==> config.mk <==
export PLATFORM = sky130hd
export DESIGN_NAME = mem_line_ctrl_flat
export DESIGN_NICKNAME = d
export VERILOG_FILES = /design/src/rtl/mem_pkg.sv /design/src/rtl/mem_line_ctrl_if.sv /design/src/rtl/mem_rd_pipe.sv /design/src/rtl/mem_line_ctrl.sv /design/src/flat_wrapper.sv
export SDC_FILE = /design/constraint.sdc
export NUM_CORES = 1
export LEC_CHECK = 0
export BUFFER_PORTS_ARGS = -buffer_cell sky130_fd_sc_hd__clkbuf_2
export CAP_MARGIN = 20
export CORE_MARGIN = 10
export CORE_UTILIZATION = 40
export DETAILED_ROUTE_END_ITERATION = 6
export MAX_ROUTING_LAYER = met4
export PLACE_DENSITY = 0.73
export SLEW_MARGIN = 20
export SYNTH_ARGS = -nofsm -noshare
export SYNTH_HDL_FRONTEND = slang
export SYNTH_SLANG_ARGS = --single-unit
export TNS_END_PERCENT = 5
==> constraint.sdc <==
create_clock -name clk -period 5 [get_ports clk]
set_input_delay 0.25 -clock clk [delete_from_list [all_inputs] [get_ports clk]]
set_output_delay 0.25 -clock clk [all_outputs]
set_load 0.02 [all_outputs]
==> src/rtl/mem_pkg.sv <==
// ---------------------------------------------------------------------------
// mem_pkg
// Shared definitions for the cache-line / BRAM transfer path.
//   - Default geometry of the line controller (word width, words per line,
//     address widths, BRAM read latency).
//   - WORD_IDX_W: bits needed to index a word inside a line.
//   - state_e: line controller FSM encoding.
// ---------------------------------------------------------------------------
package mem_pkg;

    localparam int DEF_DATA_WIDTH     = 32;
    localparam int DEF_LINE_WORDS     = 4;
    localparam int DEF_ADDR_WIDTH     = 32;
    localparam int DEF_MEM_ADDR_WIDTH = 10;
    localparam int DEF_READ_LATENCY   = 2;

    localparam int WORD_IDX_W = $clog2(DEF_LINE_WORDS);

    typedef enum logic [2:0] {
        ST_IDLE       = 3'd0,
        ST_WRITE      = 3'd1,
        ST_READ_ISSUE = 3'd2,
        ST_READ_DRAIN = 3'd3,
        ST_DONE       = 3'd4
    } state_e;

endpackage

==> src/rtl/mem_line_ctrl_if.sv <==
// ---------------------------------------------------------------------------
// mem_line_ctrl_if
// Line request / response bus between the cache miss-writeback logic
// (master) and the line controller (slave).
//   req_valid / req_ready : request handshake
//   req_we                : 1 = writeback line, 0 = refill line
//   req_addr              : byte address of the line
//   req_wdata             : writeback line, word i at [i*DATA_WIDTH +: DATA_WIDTH]
//   resp_valid            : one-cycle completion pulse
//   resp_rdata            : refill line, same packing as req_wdata
//   busy                  : transfer in progress
// ---------------------------------------------------------------------------
interface mem_line_ctrl_if
    import mem_pkg::*;
#(
    parameter int DATA_WIDTH = DEF_DATA_WIDTH,
    parameter int LINE_WORDS = DEF_LINE_WORDS,
    parameter int ADDR_WIDTH = DEF_ADDR_WIDTH
) ();

    logic                             req_valid;
    logic                             req_ready;
    logic                             req_we;
    logic [ADDR_WIDTH-1:0]            req_addr;
    logic [LINE_WORDS*DATA_WIDTH-1:0] req_wdata;
    logic                             resp_valid;
    logic [LINE_WORDS*DATA_WIDTH-1:0] resp_rdata;
    logic                             busy;

    modport master (
        output req_valid, req_we, req_addr, req_wdata,
        input  req_ready, resp_valid, resp_rdata, busy
    );

    modport slave (
        input  req_valid, req_we, req_addr, req_wdata,
        output req_ready, resp_valid, resp_rdata, busy
    );

endinterface

==> src/rtl/mem_rd_pipe.sv <==
// ---------------------------------------------------------------------------
// mem_rd_pipe
// Tracks BRAM reads in flight. A read issued in cycle c (in_valid/in_idx)
// comes out as a capture strobe (out_valid/out_idx) in cycle c+LATENCY,
// which is the cycle its data is on mem_dout.
//   clk, rst  : clock, synchronous active-high reset (clears valid bits)
//   in_valid  : a read is being issued this cycle
//   in_idx    : word index of that read inside the line
//   out_valid : mem_dout holds a tracked word this cycle
//   out_idx   : word index of that word
// ---------------------------------------------------------------------------
module mem_rd_pipe
    import mem_pkg::*;
#(
    parameter int LATENCY = DEF_READ_LATENCY,
    parameter int IDX_W   = WORD_IDX_W
) (
    input  logic             clk,
    input  logic             rst,
    input  logic             in_valid,
    input  logic [IDX_W-1:0] in_idx,
    output logic             out_valid,
    output logic [IDX_W-1:0] out_idx
);

    logic [LATENCY-1:0] vld_q;
    logic [IDX_W-1:0]   idx_q [LATENCY];

    // Valid bits are reset so that reads in flight at reset are forgotten.
    always_ff @(posedge clk) begin
        if (rst) begin
            vld_q <= '0;
        end else begin
            vld_q[0] <= in_valid;
            for (int k = 1; k < LATENCY; k++) begin
                vld_q[k] <= vld_q[k-1];
            end
        end
    end

    // NOTE: the index stages carry no reset; they are only looked at when the
    // matching valid bit is set, so resetting them would buy nothing.
    always_ff @(posedge clk) begin
        idx_q[0] <= in_idx;
        for (int k = 1; k < LATENCY; k++) begin
            idx_q[k] <= idx_q[k-1];
        end
    end

    assign out_valid = vld_q[LATENCY-1];
    assign out_idx   = idx_q[LATENCY-1];

endmodule

==> src/rtl/mem_line_ctrl.sv <==
// ---------------------------------------------------------------------------
// mem_line_ctrl
// Turns one cache-line request (refill read or dirty writeback) into
// LINE_WORDS consecutive word accesses on one BRAM port, absorbs the BRAM
// read latency and returns the assembled line with a one-cycle pulse.
//   clk, rst   : clock, synchronous active-high reset
//   bus        : line request/response bus (slave side)
//   mem_addr   : BRAM word address
//   mem_din    : BRAM write data
//   mem_en     : BRAM port enable
//   mem_we     : BRAM write enable
//   mem_regce  : BRAM output-register enable (always on)
//   mem_rst    : BRAM output-register reset (unused, held low)
//   mem_dout   : BRAM read data
// ---------------------------------------------------------------------------
module mem_line_ctrl
    import mem_pkg::*;
#(
    parameter int DATA_WIDTH     = DEF_DATA_WIDTH,
    parameter int LINE_WORDS     = DEF_LINE_WORDS,
    parameter int ADDR_WIDTH     = DEF_ADDR_WIDTH,
    parameter int MEM_ADDR_WIDTH = DEF_MEM_ADDR_WIDTH,
    parameter int READ_LATENCY   = DEF_READ_LATENCY
) (
    input  logic                      clk,
    input  logic                      rst,
    mem_line_ctrl_if.slave            bus,
    output logic [MEM_ADDR_WIDTH-1:0] mem_addr,
    output logic [DATA_WIDTH-1:0]     mem_din,
    output logic                      mem_en,
    output logic                      mem_we,
    output logic                      mem_regce,
    output logic                      mem_rst,
    input  logic [DATA_WIDTH-1:0]     mem_dout
);

    localparam int               IDX_W    = $clog2(LINE_WORDS);
    localparam int               LINE_W   = LINE_WORDS * DATA_WIDTH;
    localparam logic [IDX_W-1:0] LAST_IDX = IDX_W'(LINE_WORDS - 1);

    state_e                          state_q, state_d;
    logic [IDX_W-1:0]                cnt_q;
    logic [MEM_ADDR_WIDTH-IDX_W-1:0] line_addr_q;
    logic [LINE_W-1:0]               wline_q;
    logic [LINE_W-1:0]               rbuf_q, rbuf_next;
    logic [LINE_W-1:0]               resp_rdata_q;

    logic             accept;
    logic             issue;
    logic             cap_valid;
    logic [IDX_W-1:0] cap_idx;
    logic             cap_last;

    logic req_ready, resp_valid, busy;

    // Byte/word-offset bits and the bits above the BRAM range never reach
    // the BRAM; the line base keeps only the line-number bits.
    logic unused_addr;
    assign unused_addr = ^{bus.req_addr[ADDR_WIDTH-1:MEM_ADDR_WIDTH+2],
                           bus.req_addr[IDX_W+1:0]};

    assign accept   = (state_q == ST_IDLE) && bus.req_valid;
    assign cap_last = cap_valid && (cap_idx == LAST_IDX);

    // ---------------- state register ----------------
    // NOTE: sequential state uses non-blocking assignments so every flop
    // samples the pre-edge values regardless of statement order.
    always_ff @(posedge clk) begin
        if (rst) begin
            state_q <= ST_IDLE;
            cnt_q   <= '0;
        end else begin
            state_q <= state_d;
            // Counts issue cycles and wraps to 0 after the last word.
            if (state_q == ST_WRITE || state_q == ST_READ_ISSUE) begin
                cnt_q <= cnt_q + 1'b1;
            end else begin
                cnt_q <= '0;
            end
        end
    end

    // ---------------- next-state logic ----------------
    always_comb begin
        state_d = state_q;
        unique case (state_q)
            ST_IDLE:       if (bus.req_valid) state_d = bus.req_we ? ST_WRITE : ST_READ_ISSUE;
            ST_WRITE:      if (cnt_q == LAST_IDX) state_d = ST_DONE;
            ST_READ_ISSUE: if (cnt_q == LAST_IDX) state_d = ST_READ_DRAIN;
            ST_READ_DRAIN: if (cap_last) state_d = ST_DONE;
            ST_DONE:       state_d = ST_IDLE;
            default:       state_d = ST_IDLE;
        endcase
    end

    // ---------------- output logic ----------------
    // NOTE: every output gets a default before the case so no path leaves a
    // signal unassigned, which would otherwise infer a latch.
    always_comb begin
        req_ready  = 1'b0;
        resp_valid = 1'b0;
        busy       = 1'b0;
        mem_en     = 1'b0;
        mem_we     = 1'b0;
        mem_addr   = '0;
        mem_din    = '0;
        issue      = 1'b0;
        unique case (state_q)
            ST_IDLE: req_ready = 1'b1;
            ST_WRITE: begin
                busy     = 1'b1;
                mem_en   = 1'b1;
                mem_we   = 1'b1;
                mem_addr = {line_addr_q, cnt_q};
                mem_din  = wline_q[cnt_q*DATA_WIDTH +: DATA_WIDTH];
            end
            ST_READ_ISSUE: begin
                busy     = 1'b1;
                mem_en   = 1'b1;
                mem_addr = {line_addr_q, cnt_q};
                issue    = 1'b1;
            end
            ST_READ_DRAIN: busy = 1'b1;
            ST_DONE:       resp_valid = 1'b1;
            default: ;
        endcase
    end

    // ---------------- request capture ----------------
    always_ff @(posedge clk) begin
        if (accept) begin
            line_addr_q <= bus.req_addr[MEM_ADDR_WIDTH+1:IDX_W+2];
            wline_q     <= bus.req_wdata;
        end
    end

    // ---------------- read tracking and capture ----------------
    mem_rd_pipe #(
        .LATENCY (READ_LATENCY),
        .IDX_W   (IDX_W)
    ) u_rd_pipe (
        .clk       (clk),
        .rst       (rst),
        .in_valid  (issue),
        .in_idx    (cnt_q),
        .out_valid (cap_valid),
        .out_idx   (cap_idx)
    );

    always_comb begin
        rbuf_next = rbuf_q;
        if (cap_valid) begin
            rbuf_next[cap_idx*DATA_WIDTH +: DATA_WIDTH] = mem_dout;
        end
    end

    // Words are assembled in a scratch buffer; the visible line only changes
    // when a refill completes, so a writeback or an aborted refill leaves it.
    always_ff @(posedge clk) begin
        rbuf_q <= rbuf_next;
    end

    always_ff @(posedge clk) begin
        if (rst) begin
            resp_rdata_q <= '0;
        end else if (state_q == ST_READ_DRAIN && cap_last) begin
            resp_rdata_q <= rbuf_next;
        end
    end

    assign bus.req_ready  = req_ready;
    assign bus.resp_valid = resp_valid;
    assign bus.resp_rdata = resp_rdata_q;
    assign bus.busy       = busy;

    assign mem_regce = 1'b1;
    assign mem_rst   = 1'b0;

endmodule

==> src/flat_wrapper.sv <==
// flat-port wrapper written by rule: the top's interface ports become plain ports
module mem_line_ctrl_flat import mem_pkg::*;
#(
    parameter int DATA_WIDTH     = DEF_DATA_WIDTH,
    parameter int LINE_WORDS     = DEF_LINE_WORDS,
    parameter int ADDR_WIDTH     = DEF_ADDR_WIDTH,
    parameter int MEM_ADDR_WIDTH = DEF_MEM_ADDR_WIDTH,
    parameter int READ_LATENCY   = DEF_READ_LATENCY
)
  (clk, rst, mem_addr, mem_din, mem_en, mem_we, mem_regce, mem_rst, mem_dout, bus_req_valid, bus_req_we, bus_req_addr, bus_req_wdata, bus_req_ready, bus_resp_valid, bus_resp_rdata, bus_busy);
  mem_line_ctrl_if #(.DATA_WIDTH(DATA_WIDTH), .LINE_WORDS(LINE_WORDS), .ADDR_WIDTH(ADDR_WIDTH)) bus_i ();
  input  logic clk;
  input  logic rst;
  output logic [MEM_ADDR_WIDTH-1:0] mem_addr;
  output logic [DATA_WIDTH-1:0] mem_din;
  output logic mem_en;
  output logic mem_we;
  output logic mem_regce;
  output logic mem_rst;
  input  logic [DATA_WIDTH-1:0] mem_dout;
  input wire logic [$bits(bus_i.req_valid)-1:0] bus_req_valid;
  input wire logic [$bits(bus_i.req_we)-1:0] bus_req_we;
  input wire logic [$bits(bus_i.req_addr)-1:0] bus_req_addr;
  input wire logic [$bits(bus_i.req_wdata)-1:0] bus_req_wdata;
  output wire logic [$bits(bus_i.req_ready)-1:0] bus_req_ready;
  output wire logic [$bits(bus_i.resp_valid)-1:0] bus_resp_valid;
  output wire logic [$bits(bus_i.resp_rdata)-1:0] bus_resp_rdata;
  output wire logic [$bits(bus_i.busy)-1:0] bus_busy;
  assign bus_i.req_valid = bus_req_valid;
  assign bus_i.req_we = bus_req_we;
  assign bus_i.req_addr = bus_req_addr;
  assign bus_i.req_wdata = bus_req_wdata;
  assign bus_req_ready = bus_i.req_ready;
  assign bus_resp_valid = bus_i.resp_valid;
  assign bus_resp_rdata = bus_i.resp_rdata;
  assign bus_busy = bus_i.busy;
  mem_line_ctrl #(.DATA_WIDTH(DATA_WIDTH), .LINE_WORDS(LINE_WORDS), .ADDR_WIDTH(ADDR_WIDTH), .MEM_ADDR_WIDTH(MEM_ADDR_WIDTH), .READ_LATENCY(READ_LATENCY)) u_core (.clk(clk), .rst(rst), .bus(bus_i), .mem_addr(mem_addr), .mem_din(mem_din), .mem_en(mem_en), .mem_we(mem_we), .mem_regce(mem_regce), .mem_rst(mem_rst), .mem_dout(mem_dout));
endmodule
**Yosys cells after proc, flatten, opt, wreduce, memory -nomap -nowiden**

Memory sizes are Yosys's and may differ from the RTL's.
Index checks and enable logic that the tools add are counted.

- Flip-flop bits (word level): 399
- Memory bits (writable): 4
- Input port bits: 196
- Word-level logic and storage cells: 49
- Output and inout port bits: 177
- Memories kept: 1

- Reductions and logical operators: 9
- Equality and inequality tests: 10
- Multiplexer cells: 16
- Bitwise operators: 1
- Add/sub/neg operators: 2
- Shift-type cells: 3

Memory list:

| name | depth | bits a word | read ports | clocked after memory_dff | write ports | RTL line | source |
|---|---|---|---|---|---|---|---|
| u_core.u_rd_pipe.idx_q | 2 | 2 | 2 | 0 | 2 | mem_rd_pipe.sv:27 | `logic [IDX_W-1:0] idx_q [LATENCY];` |

Operator list:

| operator | number |
|---|---|
| $bwmux 128 | 1 |
| $mux 128 | 1 |
| $shift 32x34->128 const A | 1 |
| $shiftx 128x8->32 | 1 |
| $shiftx 32x34->128 | 1 |
| $neg 7->34 | 1 |
| $mux 32 | 1 |
| $mux 3 | 4 |
| $pmux 3 s4 | 1 |
| $mux 10 | 1 |
| $eq 3x2->1 const B | 2 |
| $mux 1 | 6 |
| $ne 2x2->1 const B | 3 |
| $eq 2x2->1 const B | 2 |
| $reduce_and 4->1 | 1 |
| $reduce_or 2->1 | 2 |
| $eq 3x1->1 const B | 1 |
| $eq 3x3->1 const B | 1 |
| $logic_and 1x1->1 | 3 |
| $logic_not 3->1 | 1 |
| $reduce_or 3->1 | 1 |
| $add 2x1->2 const B | 1 |
| $mux 2 | 1 |
| $ne 2x1->1 const B | 1 |
| other kinds (2) | 2 |

**Logic depth before layout (Yosys ltp)**

An unclocked memory read counts as a cell.

- Word-level depth: 5
- Gate-level depth with buffers: 9
- Mapped depth without buffers: 5

**By module**

From an unflattened synthesis, not the netlist that was laid out.

- Cells, all modules: 1145
- Area total of the unflattened synthesis: 14537.7 um^2

By module, submodules not included:

| module | sequential area each (um^2) | cells an instance | area an instance (um^2) | times used |
|---|---|---|---|---|
| mem_line_ctrl | 8688.3 | 1135 | 14390.1 | 1 |
| mem_rd_pipe | 120.1 | 10 | 147.6 | 1 |

**Least setup slack after synthesis**

OpenSTA, ideal clock, no wires.

- Kind: register to register
- From: register u_core.state_q[2]
- To: register u_core.line_addr_q[0], enable pin
- Setup time: 0.511 ns
- Data required time: 4.489 ns
- Buffers on the path: 1
- Clock period less this slack: 4.783 ns
- Slack: 0.217 ns
- Arrival time: 4.272 ns
- Cell stages (with the launch flop): 4
- Cell sequence: dfxtp_1 clkbuf_1 nor3_1 and2_1

- Word-level cells in the longest chain between the ends: 2

RTL lines:

| item | RTL line | source |
|---|---|---|
| start, declared | mem_line_ctrl.sv:41 | `state_e state_q, state_d;` |
| start signal, assigned | mem_line_ctrl.sv:73 | `state_q <= state_d;` |
| $logic_not 3->1 | mem_line_ctrl.sv:62 | `assign accept = (state_q == ST_IDLE) && bus.req_valid;` |
| $logic_and 1x1->1 | mem_line_ctrl.sv:62 |  |
| via u_core.accept | mem_line_ctrl.sv:48 | `logic accept;` |
| end signal, assigned | mem_line_ctrl.sv:132 | `line_addr_q <= bus.req_addr[MEM_ADDR_WIDTH+1:IDX_W+2];` |
| end, declared | mem_line_ctrl.sv:43 | `logic [MEM_ADDR_WIDTH-IDX_W-1:0] line_addr_q;` |

The timed path passes the listed nets, and every way through them passes these cells.
A chain may end at the register's enable or synchronous reset.

==> flow_summary.ini <==
[outcome]
status = complete, no violations

[pwr]
p_per_area_nw_per_um2 = 369
ir_worst_vdd_uv = 293
power_leakage_nw = 8.34

[synth]
netlist_top_cells_area = dfxtp_1 30%, edfxtp_1 26%, nor2b_1 5.3%
yosys.area.top_type = dfxtp_1
yosysMostFrequentCell = dfxtp_1
synth_enable_flop_cells = 136
syn_inst = 1314
ys_ff_latch = 371
synth.distinct_cells = 46
yosys-top-cells-count = 235 x dfxtp_1, 136 x edfxtp_1, 132 x nor2b_1
ys_warn_count = 0
syn_nets = 1516
synth_area_um2 = 15700
synth.avg_cell_area_um2 = 12.0
synth-seq-area-share_pct = 55.9
yosysTopAreaCellShare_pct = 29.9
async_reset_ff_share_pct = 0
ys.flop_type = dfxtp_1

[timing]
maxSlewHeadroom_pct = 26.7
fmax_mhz = 307
skew_ps = 16.1
tightest_slew_ps = 1100
min_period_ps = 3260
hold_viol = 0
fin_setup_tns_ps = 0
finalSetupViolCount = 0
rsz0062_at_grt = false
drv_slew = 0
finalCritPeriodShare_pct = 65.2

[clock_tree]
clockBufferDepth = 3
insertion_delay_ps = 550
cts_inserted_buffers = 40
cts_tree = yes
clock_sinks = 371
ctsResizeCount = 0
ctsRootBufferMaster = clkbuf_16
clk_pin_slew_ps = 60
htree_levels = 2

[placement]
dp.cells = 2053
portBuffers = 346
hpwl_mm = 33.1
place_congestion = 0.840

[routing]
route.detailed.drc = 0
ant_nets = 0
drt_wl_total_mm = 53.5
via_count = 12800
drt_iter0_drc = 1300
drt_first_pass_iters = 5
wire_per_inst_um = 23.6
routed_via_density = 5.66

[floorplanning]
die_y_um = 218
initial_core_util_pct = 40.6
fp-row-count = 72
design.portCount = 373
die_w_um = 218
core-area_um2 = 38700
die-area_um2 = 47600

[global_routing]
antenna_found_initial = 4
grt_remaining_overflow = 0
grt_max_degree = 77
grtUsageTotal_pct = 22.2
first_global_vias = 12800
grt_pass1_wl_mm = 80.4

[layout]
fin_cells = 2263
layout-drive-gt1-share_pct = 32.7
final_nets = 1915
syn_to_final_growth_pct = 27.9

[worst_setup_path]
worst_setup_path_start_kind = flip-flop
cp_data_arrival_time_ps = 3700
cp-end-kind = flip-flop
critPathMaxFanout = 39
crit_type = flip-flop to flip-flop
crit_required_ps = 5440

[hold_path]
hold_class = primary input to flip-flop

[job]
drv_cap = 0
==> worst max-delay path, stage by stage, from the launching register on <==
cell and delay [ps]:
dfxtp_1 390, inv_2 70, buf_4 430, ha_2 840, and2_1 600, buf_4 360
a41oi_1 170, a211oi_1 280
==> registers in the layout, indices dropped and copies added (netlist names) <==
| register | cells |
|---|---|
| u_core.rbuf_q | 96 |
| u_core.wline_q | 128 |
| u_core.line_addr_q | 8 |
| u_core.u_rd_pipe.vld_q | 2 |
| u_core.state_q | 3 |
| u_core.cnt_q | 2 |
| u_core.u_rd_pipe.idx_q | 4 |
| u_core.bus.resp_rdata | 128 |
==> metal layers <==
layer	up-vias	share of wire, %	global-route usage [%]
met5	-	0	-
met2	653	49	36.1
met4	0	3.4	7.89
met1	6280	39	26.6
met3	116	8.6	5.33
li1	5761	-	-
==> worst paths after layout <==
check                                                          start                                      to  slack, ps  depth (start not counted)
worst max-delay path            u_core.u_rd_pipe.idx_q[0][2]$_DFF_P_  u_core.bus.resp_rdata[23]$_SDFFE_PP0P_       1740                          7
worst min-delay path                                    mem_dout[11]               u_core.rbuf_q[43]$_DFF_P_         50                          2
worst max register to register  u_core.u_rd_pipe.idx_q[0][2]$_DFF_P_  u_core.bus.resp_rdata[23]$_SDFFE_PP0P_       1740                          7
worst min register to register  u_core.u_rd_pipe.idx_q[0][1]$_DFF_P_    u_core.u_rd_pipe.idx_q[0][3]$_DFF_P_        320                          0
==> cells in the final DEF (no fill, tap or decap), types with 4 or more instances in the layout <==
cell,n
a31oi_1,32
edfxtp_1,136
a21oi_1,129
nor2_1,4
clkbuf_1,8
a41oi_1,32
a22o_1,64
nand4_2,30
and3_1,29
nand4_1,34
clkbuf_2,345
a311oi_2,30
and2_1,12
diode_2,6
mux4_2,32
buf_4,22
a211oi_1,32
dfxtp_1,233
dlygate4sd3_1,136
clkinv_1,4
clkbuf_16,41
nand2_1,99
o21ai_0,32
clkbuf_8,6
a211oi_2,34
nor2b_1,131
==> cell type report <==
type | count | area (um2)
fillers | 3292 | 18600
repair buffers | 505 | 3290
multi-input cells | 791 | 6060
diodes | 6 | 15.0
clock buffers | 55 | 1140
well taps | 518 | 648
inverters | 4 | 15.0
flip-flops and latches | 371 | 8790
clock inverters | 13 | 128
==> cells by family (layout without fill, tap and decap cells) <==
| group | after synthesis | in the layout | synth area share [%] |
|---|---|---|---|
| AND/OR/NAND/NOR | 361 | 361 | 14.1 |
| adder cells (fa/ha/maj) | 6 | 6 | 0.478 |
| XOR/XNOR | 1 | 1 | 0.0558 |
| flip-flops | 371 | 371 | 55.9 |
| buffers and inverters | 152 | 577 | 5.71 |
| multiplexers | 32 | 32 | 4.59 |
| AO/OA/AOI/OAI | 389 | 389 | 19.1 |
| other | 2 | 8 | 0.0478 |
==> report_power, final <==
| part | switching [mW] | internal [mW] | total, mW | leakage [nW] |
|---|---|---|---|---|
| logic | 0.527 | 0.412 | 0.939 | 4.53 |
| registers | 0.133 | 3.40 | 3.54 | 3.20 |
| clock network | 1.24 | 1.70 | 2.94 | 0.614 |
==> repair_timing <==
item | in CTS | in global routing
setup endpoints to repair | 0 | 0
hold endpoints to repair | 136 | 0
setup buffers | 0 | 0
hold buffers | 136 | 0
==> through the flow <==
stage          total power [mW]  setup WS (ps)  area, um2  hold WS [ps]  util (%)
2_1_floorplan              4.16            217      15700           310         -
3_3_place_gp               4.37           1900      17400           313      45.0
3_5_place_dp               4.41           1870      17400           312      45.0
4_1_cts                    7.39           1830      20100          15.9      51.8
5_1_grt                    7.65           1560      20100          41.9      51.9
6_report                   7.41           1740      20100          48.2      51.9
Power figures use the tool's default switching activity.
